File: src/rtl/wb_arb_pkg.sv
// Shared types for the CDB writeback arbiter: FSM states and the held FU result.
// Sizes mirror the arbiter's default parameters.
package wb_arb_pkg;

  localparam int WB_NUM_FU       = 4;
  localparam int WB_INST_ID_BITS = 6;
  localparam int WB_PRN_BITS     = 6;
  localparam int WB_MAX_OPERANDS = 3;

  typedef enum logic {
    IDLE  = 1'b0,
    DRAIN = 1'b1
  } wb_state_e;

  typedef struct packed {
    logic [WB_INST_ID_BITS-1:0]                   inst_id;
    logic [WB_MAX_OPERANDS-1:0][WB_PRN_BITS-1:0]  prn;
    logic [WB_MAX_OPERANDS-1:0][63:0]             data;
    logic [WB_MAX_OPERANDS-1:0]                   data_valid;
  } wb_req_t;

endpackage

File: src/rtl/rr_arbiter.sv
// Combinational round-robin picker: one-hot grant to the first requester at or after ptr.
// Zero latency; the search wraps modulo N.
module rr_arbiter #(
  parameter int N = 4,
  localparam int PW = (N > 1) ? $clog2(N) : 1
) (
  input  logic [N-1:0]  req,
  input  logic [PW-1:0] ptr,
  output logic [N-1:0]  grant
);

  logic          found;
  logic [PW-1:0] idx;

  always_comb begin
    grant = '0;
    found = 1'b0;
    idx   = '0;
    for (int o = 0; o < N; o++) begin
      idx = PW'((int'(ptr) + o) % N);
      if (!found && req[idx]) begin
        grant[idx] = 1'b1;
        found      = 1'b1;
      end
    end
  end

endmodule

File: src/rtl/wb_cdb_arbiter.sv
// Round-robin FU results into a one-entry holder, then one CDB beat per valid dest per cycle;
// the next result is taken on the last-emit cycle. Optional counters under WB_ARB_PERF_EN.
module wb_cdb_arbiter
  import wb_arb_pkg::*;
#(
  parameter int NUM_FU       = WB_NUM_FU,
  parameter int INST_ID_BITS = WB_INST_ID_BITS,
  parameter int PRN_BITS     = WB_PRN_BITS,
  parameter int MAX_OPERANDS = WB_MAX_OPERANDS
) (
  input  logic                                           clk,
  input  logic                                           rst,
  input  logic [NUM_FU-1:0]                              fu_valid,
  output logic [NUM_FU-1:0]                              fu_ready,
  input  logic [NUM_FU-1:0][INST_ID_BITS-1:0]            fu_inst_id,
  input  logic [NUM_FU-1:0][MAX_OPERANDS-1:0][PRN_BITS-1:0] fu_prn,
  input  logic [NUM_FU-1:0][MAX_OPERANDS-1:0][63:0]      fu_data,
  input  logic [NUM_FU-1:0][MAX_OPERANDS-1:0]            fu_data_valid,
  output logic                                           cdb_valid,
  output logic [PRN_BITS-1:0]                            cdb_prn,
  output logic [63:0]                                    cdb_value,
  output logic                                           done_valid,
  output logic [INST_ID_BITS-1:0]                        done_inst_id,
  output logic [31:0]                                    perf_grants,
  output logic [31:0]                                    perf_stalls
);

  localparam int PW = (NUM_FU > 1) ? $clog2(NUM_FU) : 1;
  localparam int KW = (MAX_OPERANDS > 1) ? $clog2(MAX_OPERANDS) : 1;

  wb_state_e               state_q, state_d;
  logic [PW-1:0]           rr_ptr_q, rr_ptr_d;
  logic [MAX_OPERANDS-1:0] sent_q, sent_d;
  wb_req_t                 req_q, req_d;

  logic [NUM_FU-1:0]       grant;
  logic [PW-1:0]           grant_idx;
  logic [MAX_OPERANDS-1:0] pending, emit_oh;
  logic [KW-1:0]           emit_idx;
  logic                    drain, last_emit, can_accept, accept;

  rr_arbiter #(.N(NUM_FU)) u_rr (
    .req   (fu_valid),
    .ptr   (rr_ptr_q),
    .grant (grant)
  );

  always_comb begin
    grant_idx = '0;
    for (int i = 0; i < NUM_FU; i++) begin
      if (grant[i]) grant_idx = PW'(i);
    end
  end

  assign drain   = (state_q == DRAIN);
  assign pending = req_q.data_valid & ~sent_q;

  // Lowest unsent valid slot wins, so duplicate PRNs go out in slot order.
  always_comb begin
    emit_oh  = '0;
    emit_idx = '0;
    for (int k = MAX_OPERANDS - 1; k >= 0; k--) begin
      if (pending[k]) begin
        emit_oh  = MAX_OPERANDS'(1) << k;
        emit_idx = KW'(k);
      end
    end
  end

  assign last_emit  = drain && ((pending & ~emit_oh) == '0);
  assign can_accept = !drain || last_emit;
  assign accept     = !rst && can_accept && (|fu_valid);
  assign fu_ready   = (!rst && can_accept) ? grant : '0;

  assign cdb_valid    = !rst && drain && (|pending);
  assign cdb_prn      = cdb_valid ? req_q.prn[emit_idx] : '0;
  assign cdb_value    = cdb_valid ? req_q.data[emit_idx] : '0;
  assign done_valid   = !rst && last_emit;
  assign done_inst_id = done_valid ? req_q.inst_id : '0;

  always_comb begin
    state_d  = state_q;
    rr_ptr_d = rr_ptr_q;
    sent_d   = sent_q;
    req_d    = req_q;
    if (drain) begin
      sent_d = sent_q | emit_oh;
      if (last_emit) begin
        state_d = IDLE;
        sent_d  = '0;
      end
    end
    if (accept) begin
      state_d          = DRAIN;
      sent_d           = '0;
      rr_ptr_d         = (int'(grant_idx) == NUM_FU - 1) ? '0 : grant_idx + PW'(1);
      req_d.inst_id    = fu_inst_id[grant_idx];
      req_d.prn        = fu_prn[grant_idx];
      req_d.data       = fu_data[grant_idx];
      req_d.data_valid = fu_data_valid[grant_idx];
    end
  end

  always_ff @(posedge clk) begin
    if (rst) begin
      state_q  <= IDLE;
      rr_ptr_q <= '0;
      sent_q   <= '0;
      req_q    <= '0;
    end else begin
      state_q  <= state_d;
      rr_ptr_q <= rr_ptr_d;
      sent_q   <= sent_d;
      req_q    <= req_d;
    end
  end

`ifdef WB_ARB_PERF_EN
  logic [31:0] perf_grants_q, perf_grants_d;
  logic [31:0] perf_stalls_q, perf_stalls_d;
  logic        stall;

  assign stall = |(fu_valid & ~fu_ready);

  always_comb begin
    perf_grants_d = perf_grants_q;
    perf_stalls_d = perf_stalls_q;
    if (accept && (perf_grants_q != '1)) perf_grants_d = perf_grants_q + 32'd1;
    if (stall && (perf_stalls_q != '1)) perf_stalls_d = perf_stalls_q + 32'd1;
  end

  always_ff @(posedge clk) begin
    if (rst) begin
      perf_grants_q <= '0;
      perf_stalls_q <= '0;
    end else begin
      perf_grants_q <= perf_grants_d;
      perf_stalls_q <= perf_stalls_d;
    end
  end

  assign perf_grants = perf_grants_q;
  assign perf_stalls = perf_stalls_q;
`else
  assign perf_grants = '0;
  assign perf_stalls = '0;
`endif

endmodule

File: config.mk
export PLATFORM = sky130hd
export DESIGN_NAME = wb_cdb_arbiter
export DESIGN_NICKNAME = d
export VERILOG_FILES = /design/src/rtl/wb_arb_pkg.sv /design/src/rtl/rr_arbiter.sv /design/src/rtl/wb_cdb_arbiter.sv
export SDC_FILE = /design/constraint.sdc
export NUM_CORES = 1
export LEC_CHECK = 0
export ABC_CLOCK_PERIOD_IN_PS = 3100
export CAP_MARGIN = 0
export CORE_AREA = 3 3 399 401
export CTS_CLUSTER_SIZE = 20
export DETAILED_ROUTE_END_ITERATION = 10
export DIE_AREA = 0 0 402 404
export PLACE_DENSITY = 0.3
export SLEW_MARGIN = 20
export SYNTH_ARGS = -nofsm -noshare
export SYNTH_HDL_FRONTEND = slang
export SYNTH_SLANG_ARGS = --single-unit
File: constraint.sdc
create_clock -name clk -period 3.1 [get_ports clk]
set_input_delay 0.62 -clock clk [delete_from_list [all_inputs] [get_ports clk]]
set_output_delay 0.62 -clock clk [all_outputs]
set_load 0.01 [all_outputs]
==> out/metrics.yaml, run 1 <==
status: "finished with violations"
violations: "negative setup slack"
synth-compound-area-share_pct: 43.28
area_growth_pct: 140.0
ir_drop_uv: 481.8
synth_seq_cells: 225
drc: 0
clk_pin_slew_ns: 0.06
drive_gt1_share_pct: 29.37
path_max_fanout: 7
synth_top_family_by_area: "compound AO/OA/AOI/OAI gates"
die_w_um: 402
r2r_cells: 16
synthesis.area_mm2: 0.01439
yosysSeqAreaShare_pct: 31.30
maxCapViolations: 0
worst_hold_slack_ns: 0.4741
initial_core_util_pct: 9.223
finalWirelength_um: 161200
hold_start: "req_q[134]"
vias: 20710
synth_xor_area_share_pct: 0
fin_crit_ns: 3.384
fin_skew_ns: 0.02640
gp_congestion: 0.8056
hold_buffers: 0
final_core_util_pct: 22.13
grt_pass1_vias: 21470
synthCells: 1704
cellPowerDensity_mw_per_mm2: 1176
power_leakage_nw: 12.26
place_hpwl_um: 117800
drt-wirelength-per-cell_um: 31.83
synth_fa_ha_area_share_pct: 0.6782
worst-r2r-setup-slack_ns: -0.28
crit_required_ns: 3.54
clkLatencyLatePin_ns: 0.59
core.rowCount: 145
r2r-end: "req_q[188]"
antenna_found_initial: 60
wl_met3_um: 9870
period_share_pct: 109.2
holdPathEnd: "req_q[134]"
synth.area.mux_share_pct: 8.904
async_reset_ff_share_pct: 0
nets: 3857
synthFlopType: "dfxtp_1"
synth_edf_count: 0
worstPathArrival_ns: 3.83
hp-class: "register to register"
synth-simple-area-share_pct: 6.052
final_hold_viol_count: 0
grt_max_degree: 48
start_kind: "register"
grt_first_pass_wirelength_um: 196700
critPathKind: "register to register"
synth.distinct_cells: 51
grt_usage_pct: 17.72
met1_length_um: 68040
tightest_slew_ns: 0.5665
vias_per_cell: 4.090
port_buffers: 963
root_buffer: "clkbuf_16"
design_area_mm2: 0.03453
worstReg2RegStart: "rr_ptr_q[0]"
drt_iter0_drc: 1272
cts_buffer_depth: 3
post_dp_cell_area_mm2: 0.02885
whs_path_depth: 2
die_area_mm2: 0.1624
dieHeight_um: 404
cts_tree: "built"
core_mm2: 0.1560
grt.overflow.total: 0
rsz0062_at_grt: "true"
routed.top_layer: "met5"
ys_warn_count: 0
wl_met2_um: 79910
cts_buffers: 38
cts_num_sinks: 225
drtPass1Iterations: 5
end_kind: "register"
fin_ws_ns: -0.2837
drtAntennaViolNets: 0
drv_slew: 0
setup_viol: 213
relSlewSlack_pct: 61.83
io_pins: 1028
h-tree-depth: 2
max_freq_mhz: 295.5
syn-mean-instance-area_um2: 8.445
cell type report:
cell class | instances | area [µm²]
antenna | 18 | 45.04
sequential | 225 | 4516
inverter | 4 | 15.01
clock buffer | 59 | 1204
timing repair buffer | 1441 | 15420
clock inverter | 2 | 13.76
multi-input combinational | 1258 | 10740
fill | 17190 | 121500
tap | 2058 | 2575
power breakdown:
group	internal (mW)	leakage, nW	switching [mW]
clock network	2.64	0.601	1.82
registers	4.16	1.87	1.12
logic	14.8	9.79	16.1
total	21.6	12.3	19.0
worst max-delay path, stage by stage (launching register included):
cell      delay, ns
dfxtp_2        0.33
inv_2          0.05
ha_4           0.28
mux4_2         0.58
buf_6          0.16
a221oi_4       0.24
o31ai_4        0.13
nor2_4         0.17
buf_4          0.14
buf_6          0.08
buf_6          0.08
buf_6          0.13
buf_12         0.16
buf_16         0.16
mux2i_2        0.24
buf_4          0.17
o211ai_1       0.09
kinds of logic (layout without fill, tap and decap cells):
kind of cell	count (synthesis)	after routing
AO/OA/AOI/OAI	877	877
adder cells (fa/ha/maj)	8	8
buffers and inverters	286	1506
flip-flops	225	225
multiplexers	124	124
other	1	82
AND/OR/NAND/NOR	183	185
synthesized netlist by cell type (2+ instances only):
master / n / area share [%]
a211oi_1: 70 / 3.7
a21boi_2: 2 / 0.16
a21oi_1: 6 / 0.21
a221oi_1: 169 / 10
a22oi_1: 2 / 0.10
a31oi_1: 5 / 0.22
a32oi_1: 215 / 13
and2_1: 8 / 0.35
and3_1: 4 / 0.17
buf_1: 12 / 0.31
buf_2: 57 / 2.0
buf_4: 69 / 3.6
clkbuf_1: 144 / 3.8
dfxtp_1: 225 / 31
ha_1: 7 / 0.61
inv_1: 4 / 0.10
mux2_2: 2 / 0.16
mux2i_1: 119 / 8.3
mux4_2: 3 / 0.47
nand2_1: 7 / 0.18
nand2b_1: 3 / 0.13
nand3_1: 53 / 1.8
nor2_1: 84 / 2.2
nor2b_1: 13 / 0.57
nor3_1: 2 / 0.070
o211ai_1: 49 / 2.6
o21ai_0: 203 / 7.1
o21ai_1: 140 / 4.9
o22ai_1: 4 / 0.17
o31ai_2: 2 / 0.17
worst max path at each step:
stage | slack, ns | end | from
floorplan | 0.05 | fu_ready[3] | rr_ptr_q[0]
global placement | -0.96 | req_q[150] | fu_valid[0]
detailed placement | -0.98 | req_q[150] | fu_valid[0]
CTS | -0.31 | fu_ready[1] | rr_ptr_q[0]
global route | -0.37 | fu_ready[1] | rr_ptr_q[1]
finish | -0.28 | req_q[188] | rr_ptr_q[0]
what timing repair did:
| action | 4_1_cts | 5_1_grt |
|---|---|---|
| endpoints found under the setup margin | 266 | 284 |
| resized for setup | 653 | 290 |
| pin swaps | 24 | 63 |
| gates cloned | 18 | 32 |
| endpoints found under the hold margin | 0 | 0 |
| buffers inserted | 57 | 71 |
through the flow:
| step | setup TNS, ns | worst slack, ns | total power [mW] | std cells |
|---|---|---|---|---|
| after floorplan | 0 | 0.04938 | 13.79 | 1767 |
| after global placement | -129.79 | -0.9612 | 26.13 | 4840 |
| after detailed placement | -131.52 | -0.9792 | 26.09 | 4840 |
| after CTS | -15.75 | -0.3147 | 34.69 | 4974 |
| after global routing | -46.43 | -0.3719 | 42.78 | 5063 |
| final | -22.67 | -0.2837 | 40.61 | 5065 |
state kept, by name (all words and copies together), names as in the netlist:
signal / cells
rr_ptr_q: 2
sent_q: 3
req_q: 219
drain: 1
per-layer routing:
layer | GRT usage (%) | vias to the layer above
met3 | 4.661 | 173
li1 | - | 9436
met2 | 31.40 | 809
met5 | 0 | -
met1 | 21.35 | 10260
met4 | 3.886 | 36
layout by cell type (no fill, tap or decap), types with 18 or more instances in the layout:
cell type	synthesis	final
nor2_1	84	65
mux2i_4	0	27
buf_4	69	268
diode_2	0	18
clkdlybuf4s50_1	0	881
a221oi_2	1	68
o211ai_1	49	49
buf_2	57	52
a32oi_1	215	212
buf_12	0	79
dfxtp_1	225	220
clkbuf_16	0	69
a211oi_2	0	47
mux2i_2	0	18
a211oi_4	1	20
o21ai_1	140	164
o21ai_0	203	179
conb_1	1	64
buf_8	0	32
buf_6	0	71
mux2i_1	119	74
nand3_1	53	52
buf_16	0	23
a221oi_1	169	75
a221oi_4	0	27
Note: power is estimated with default switching activity, not from simulation.
==> run 2: changes to the inputs <==
Settings changed: GPL_ROUTABILITY_DRIVEN set to 0.
==> results of run 2 <==
Final layout, timing and power as in run 1 (identical DEF).
